==> src/rtl/instr_fetch_unit.sv <==
// Instruction fetch unit: holds the PC, issues a level read request and latches the returned word.
// Optional REQ-state watchdog compiled in with `define FETCH_TIMEOUT_EN.
module instr_fetch_unit #(
  parameter logic [31:0] RESET_ADDR     = 32'h0000_0000,
  parameter int          TIMEOUT_CYCLES = 16
) (
  input  logic        CLK,
  input  logic        Reset,
  input  logic        PCWre,
  input  logic [31:0] newAddress,
  output logic [31:0] currentAddress,
  output logic        imem_req,
  output logic [31:0] imem_addr,
  input  logic        imem_ack,
  input  logic [31:0] imem_rdata,
  output logic        instr_valid,
  output logic [31:0] instr,
  output logic [25:0] jAddress,
  output logic [31:0] outData,
  output logic        addr_misaligned,
  output logic        fetch_err
);

  if (TIMEOUT_CYCLES < 2 || TIMEOUT_CYCLES > 255) begin : g_bad_timeout
    $error("TIMEOUT_CYCLES must be in 2..255");
  end
  if (RESET_ADDR[1:0] != 2'b00) begin : g_bad_reset_addr
    $error("RESET_ADDR must be word aligned");
  end

  typedef enum logic [1:0] {S_REQ, S_HOLD, S_ERR} state_e;

  state_e      state_q;
  logic [31:0] pc_q;
  logic [31:0] instr_q;
  logic        req_q;
  logic        valid_q;
  logic        mis_q;
  logic        err_q;

`ifdef FETCH_TIMEOUT_EN
  localparam logic [7:0] CNT_LAST = 8'(TIMEOUT_CYCLES - 1);
  logic [7:0] cnt_q;
`endif

  always_ff @(posedge CLK) begin
    if (Reset) begin
      state_q <= S_REQ;
      pc_q    <= RESET_ADDR;
      instr_q <= '0;
      req_q   <= 1'b1;
      valid_q <= 1'b0;
      mis_q   <= 1'b0;
      err_q   <= 1'b0;
`ifdef FETCH_TIMEOUT_EN
      cnt_q   <= '0;
`endif
    end else begin
      mis_q <= 1'b0;
      case (state_q)
        S_REQ: begin
          if (imem_ack) begin
            instr_q <= imem_rdata;
            state_q <= S_HOLD;
            req_q   <= 1'b0;
            valid_q <= 1'b1;
`ifdef FETCH_TIMEOUT_EN
          end else if (cnt_q == CNT_LAST) begin
            state_q <= S_ERR;
            req_q   <= 1'b0;
            err_q   <= 1'b1;
          end else begin
            cnt_q <= cnt_q + 8'd1;
`endif
          end
        end
        S_HOLD: begin
          if (PCWre) begin
            pc_q    <= {newAddress[31:2], 2'b00};
            state_q <= S_REQ;
            req_q   <= 1'b1;
            valid_q <= 1'b0;
            mis_q   <= |newAddress[1:0];
`ifdef FETCH_TIMEOUT_EN
            cnt_q   <= '0;
`endif
          end
        end
        S_ERR: ;  // only Reset leaves the error state
        default: begin
          state_q <= S_REQ;
          req_q   <= 1'b1;
          valid_q <= 1'b0;
        end
      endcase
    end
  end

  // The request is masked while Reset is held so nothing is issued before release.
  assign imem_req        = req_q & ~Reset;
  assign currentAddress  = pc_q;
  assign imem_addr       = pc_q;
  assign instr_valid     = valid_q;
  assign instr           = instr_q;
  assign jAddress        = instr_q[25:0];
  assign outData         = {{16{instr_q[15]}}, instr_q[15:0]};
  assign addr_misaligned = mis_q;
`ifdef FETCH_TIMEOUT_EN
  assign fetch_err       = err_q;
`else
  assign fetch_err       = 1'b0;
`endif

endmodule

==> config.mk <==
export PLATFORM = sky130hd
export DESIGN_NAME = instr_fetch_unit
export DESIGN_NICKNAME = d
export VERILOG_FILES = /design/src/rtl/instr_fetch_unit.sv
export SDC_FILE = /design/constraint.sdc
export NUM_CORES = 1
export LEC_CHECK = 0
export BUFFER_PORTS_ARGS = -buffer_cell sky130_fd_sc_hd__buf_2
export CORE_ASPECT_RATIO = 1.2
export CORE_MARGIN = 2
export CORE_UTILIZATION = 44
export CTS_BUF_LIST = sky130_fd_sc_hd__clkbuf_2 sky130_fd_sc_hd__clkbuf_4 sky130_fd_sc_hd__clkbuf_8
export DETAILED_ROUTE_END_ITERATION = 7
export PLACE_DENSITY_LB_ADDON = 0.1
export SLEW_MARGIN = 10
export SYNTH_ARGS = -nofsm -noshare
export SYNTH_HDL_FRONTEND = slang
export SYNTH_SLANG_ARGS = --single-unit
==> constraint.sdc <==
create_clock -name CLK -period 1.45 [get_ports CLK]
set_clock_uncertainty 0.1 [all_clocks]
set_input_delay 0.145 -clock CLK [delete_from_list [all_inputs] [get_ports CLK]]
set_output_delay 0.145 -clock CLK [all_outputs]
set_load 0.01 [all_outputs]
After elaboration in Yosys (flattened, before gate mapping)
Cells that the tools add are included.
Word-level totals
  output and inout port bits: 158
  register bits after elaboration: 67
Operators by class
  equal/unequal tests: 4
  reductions and logical operators: 6
  multiplexer cells: 9
  bitwise operators: 5
Operator list (count)
  $pmux W1 S3: 2
  $pmux W2 S3: 1
  $mux W1: 4
  $mux W2: 2
  $ne A2 B2 Y1 const B: 2
  $not A1 Y1: 4
  $reduce_and A2 Y1: 2
  $reduce_and A3 Y1: 1
  $reduce_or A3 Y1: 1
  $eq A2 B1 Y1 const B: 1
  $eq A2 B2 Y1 const B: 1
  $logic_not A2 Y1: 1
  $reduce_or A2 Y1: 1
  $and A1 B1 Y1: 1

Logic depth before layout (Yosys ltp)
  depth after elaboration: 3
  mapped depth: 4
  gate-level depth less buffers: 2

Worst setup path before layout
No wires, ideal clock.
  kind: reg2reg
  start point: register, netlist name instr_valid
  end point: register valid_q (netlist: instr_valid)
  library setup time: 79 ps
  stages on the path, launching flop included: 5
  data required time: 1271 ps
  slack: 320 ps
  path buffers: 2
  arrival time: 951 ps
  cells stage by stage: dfxtp_1 > buf_6 > buf_8 > nor2_1 > a211oi_2
RTL lines
  end signal, assigned: RTL line 52  | valid_q <= 1'b0;
  end signal, assigned: RTL line 66  | valid_q <= 1'b1;
  end signal, assigned: RTL line 82  | valid_q <= 1'b0;
  end, declared: RTL line 37  | logic valid_q;

Final worst setup path
  start point: register valid_q (netlist: instr_valid)
  end point: output port instr_valid
RTL lines
  end, declared: RTL line 16  | output logic instr_valid,
No word-level cell between the ends.

==> summary.txt <==
status -> finished clean
worst-path fanout max -> 14
RSZ-0062 raised after global routing -> false
Port-buffer cells -> 220
DR iter-0 viols -> 107
Hold Slack -> 0.110 ns
Ports -> 226
reg-to-reg slack, setup -> 0.23 ns
FP Rows -> 36
most frequent cells in the layout -> buf_2, dlygate4sd3_1, dfxtp_1
Fmax achieved -> 786 MHz
synthesized area -> 3610 sq um
initial antenna violation count -> 0
CTS tree -> built
Area growth, synth to finish -> 35.0%
die area -> 8950 sq um
CTS H-tree depth -> 3
Die Ht -> 103 microns
NumNets Final -> 638
number of buffers and inverters on the critical path -> 2
Ys Warns -> 0
worst path arrival time -> 1.03 ns
final WL -> 8640 microns
vias -> 3194
clock sink count -> 65
CTS Buf Count -> 9
commonest non-fill, non-tap cell in the layout -> buf_2
post-DP HPWL -> 5280 microns
Core Area -> 8060 sq um
setup TNS -> 0 ns
Reg clk slew, reported paths -> 0.07 ns
CP Launch Type -> flop
Max Cap Violations -> 0
first-pass GRT wire length -> 13200 microns
final design utilization -> 0.604
Setup CP Type -> reg2out
CP Depth -> 2
VDD IR max -> 0.000592 V
share of post-route cells with drive strength above 1 -> 0.433
Post-Layout Cell Count -> 670
slowest CP cell -> dfxtp_2
R2R depth -> 2
Vias per Instance -> 4.77
CP Cell Sequence -> buf_4, buf_2
# placed instances -> 590
Pre-Repair DR Iteration Count -> 4
Largest delay share family, worst path -> flip-flops
Clock Latency Late Sink -> 0.32 ns
DRC violations left -> 0
Max Slew Vio Count -> 0
Starting Density -> 0.448
Hold Path Depth -> 3
Mean Syn Cell Area -> 9.28 sq um
pwr dens -> 913 nW/um^2
vias in the first global route -> 2795
WL per Instance -> 12.9 microns
CTS Root Buffer Type -> clkbuf_8
pin count of the biggest net entering global routing -> 84
CP required -> 1.21 ns
hold crit path type -> in2reg
gr ovfl total -> 0
Die W -> 86.7 microns
post-CTS setup repair buffer count -> 0
Post-Synthesis Cells -> 389
min Tclk post-route -> 1.27 ns
Final GP Congestion -> 0.733
final hold violation count -> 0
Leak -> 2.41 nW
sequential area share after synthesis -> 0.360
FF+latch count, synth -> 65
CP max stage delay -> 0.36 ns
number of diodes -> 0
Max clock buf depth -> 2
post-route ant nets -> 0
count of cell types in the netlist -> 19
nature of the critical path endpoint -> output pin
Setup Viol. Count Final -> 0
fin crit share -> 0.877
GRT Overall Usage -> 0.180
[report_power, final]
part	internal [mW]	leakage (nW)	total (mW)	switching [mW]
logic	0.489	1.77	0.943	0.454
clock network	0.895	0.108	1.55	0.652
registers	1.88	0.532	1.96	0.0763
[synthesized netlist by cell type (all sizes together)]
library cell	number	area, sq um
nor2	3	11.3
nor3	1	5.00
o211ai	1	7.51
nand4bb	32	360
clkbuf	8	30.0
buf	119	891
and2b	1	10.0
nand3	30	150
nand2b	33	206
conb	1	3.75
dfxtp	65	1300
o21ai	32	160
a21bo	30	300
a21oi	31	155
a211oi	1	12.5
nor2b	1	6.26
[flip-flops by register name (all words and copies together) (netlist names)]
signal,flops
currentAddress,30
addr_misaligned,1
instr_valid,1
req_q,1
instr,32
[cells by family after synthesis]
family	share of synthesized area
buffers and inverters	0.255
other	0.00104
AOI/OAI and AO/OA	0.176
and+or+nand+nor	0.208
DFF	0.360
[layer usage]
metal	up-vias	wire [microns]	track usage
met4	0	122	0.0553
met1	1464	3840	0.229
li1	1598	-	-
met2	121	4210	0.308
met3	11	473	0.0373
met5	-	0	0
[cell type report]
cell class	count	area, sq um
multi-input combinational	201	1400
fill	699	3190
tap	95	119
sequential	65	1300
timing repair buffer	293	1850
clock inverter	3	40.0
clock buffer	13	160
[final timing paths]
| kind | start | end |
|---|---|---|
| setup / recovery | instr_valid | instr_valid |
| hold / removal | PCWre | currentAddress[5] |
| setup reg to reg | instr_valid | instr[9] |
| hold reg to reg | instr[28] | instr[28] |
[stage by stage]
stage               total power [mW]  instance area [sq um]  setup WS [ns]
global placement                2.80                   4030          0.269
global route                    4.68                   4870          0.132
finish                          4.45                   4870          0.179
detailed placement              2.81                   4030          0.250
floorplan                       2.65                   3630          0.320
CTS                             4.50                   4870         0.0350
[worst reg2reg max path: stages, from the launching register on]
cell	delay, ns
dfxtp_2	0.34
and2b_4	0.51
o21ai_1	0.14
[repair_timing]
action                                  4_1_cts  5_1_grt
hold buffers                                 64        0
gates resized for setup                       0        1
endpoints found under the setup margin        0       19
endpoints found under the hold margin        63        0
No activity file was read; power rests on OpenSTA's default activity.
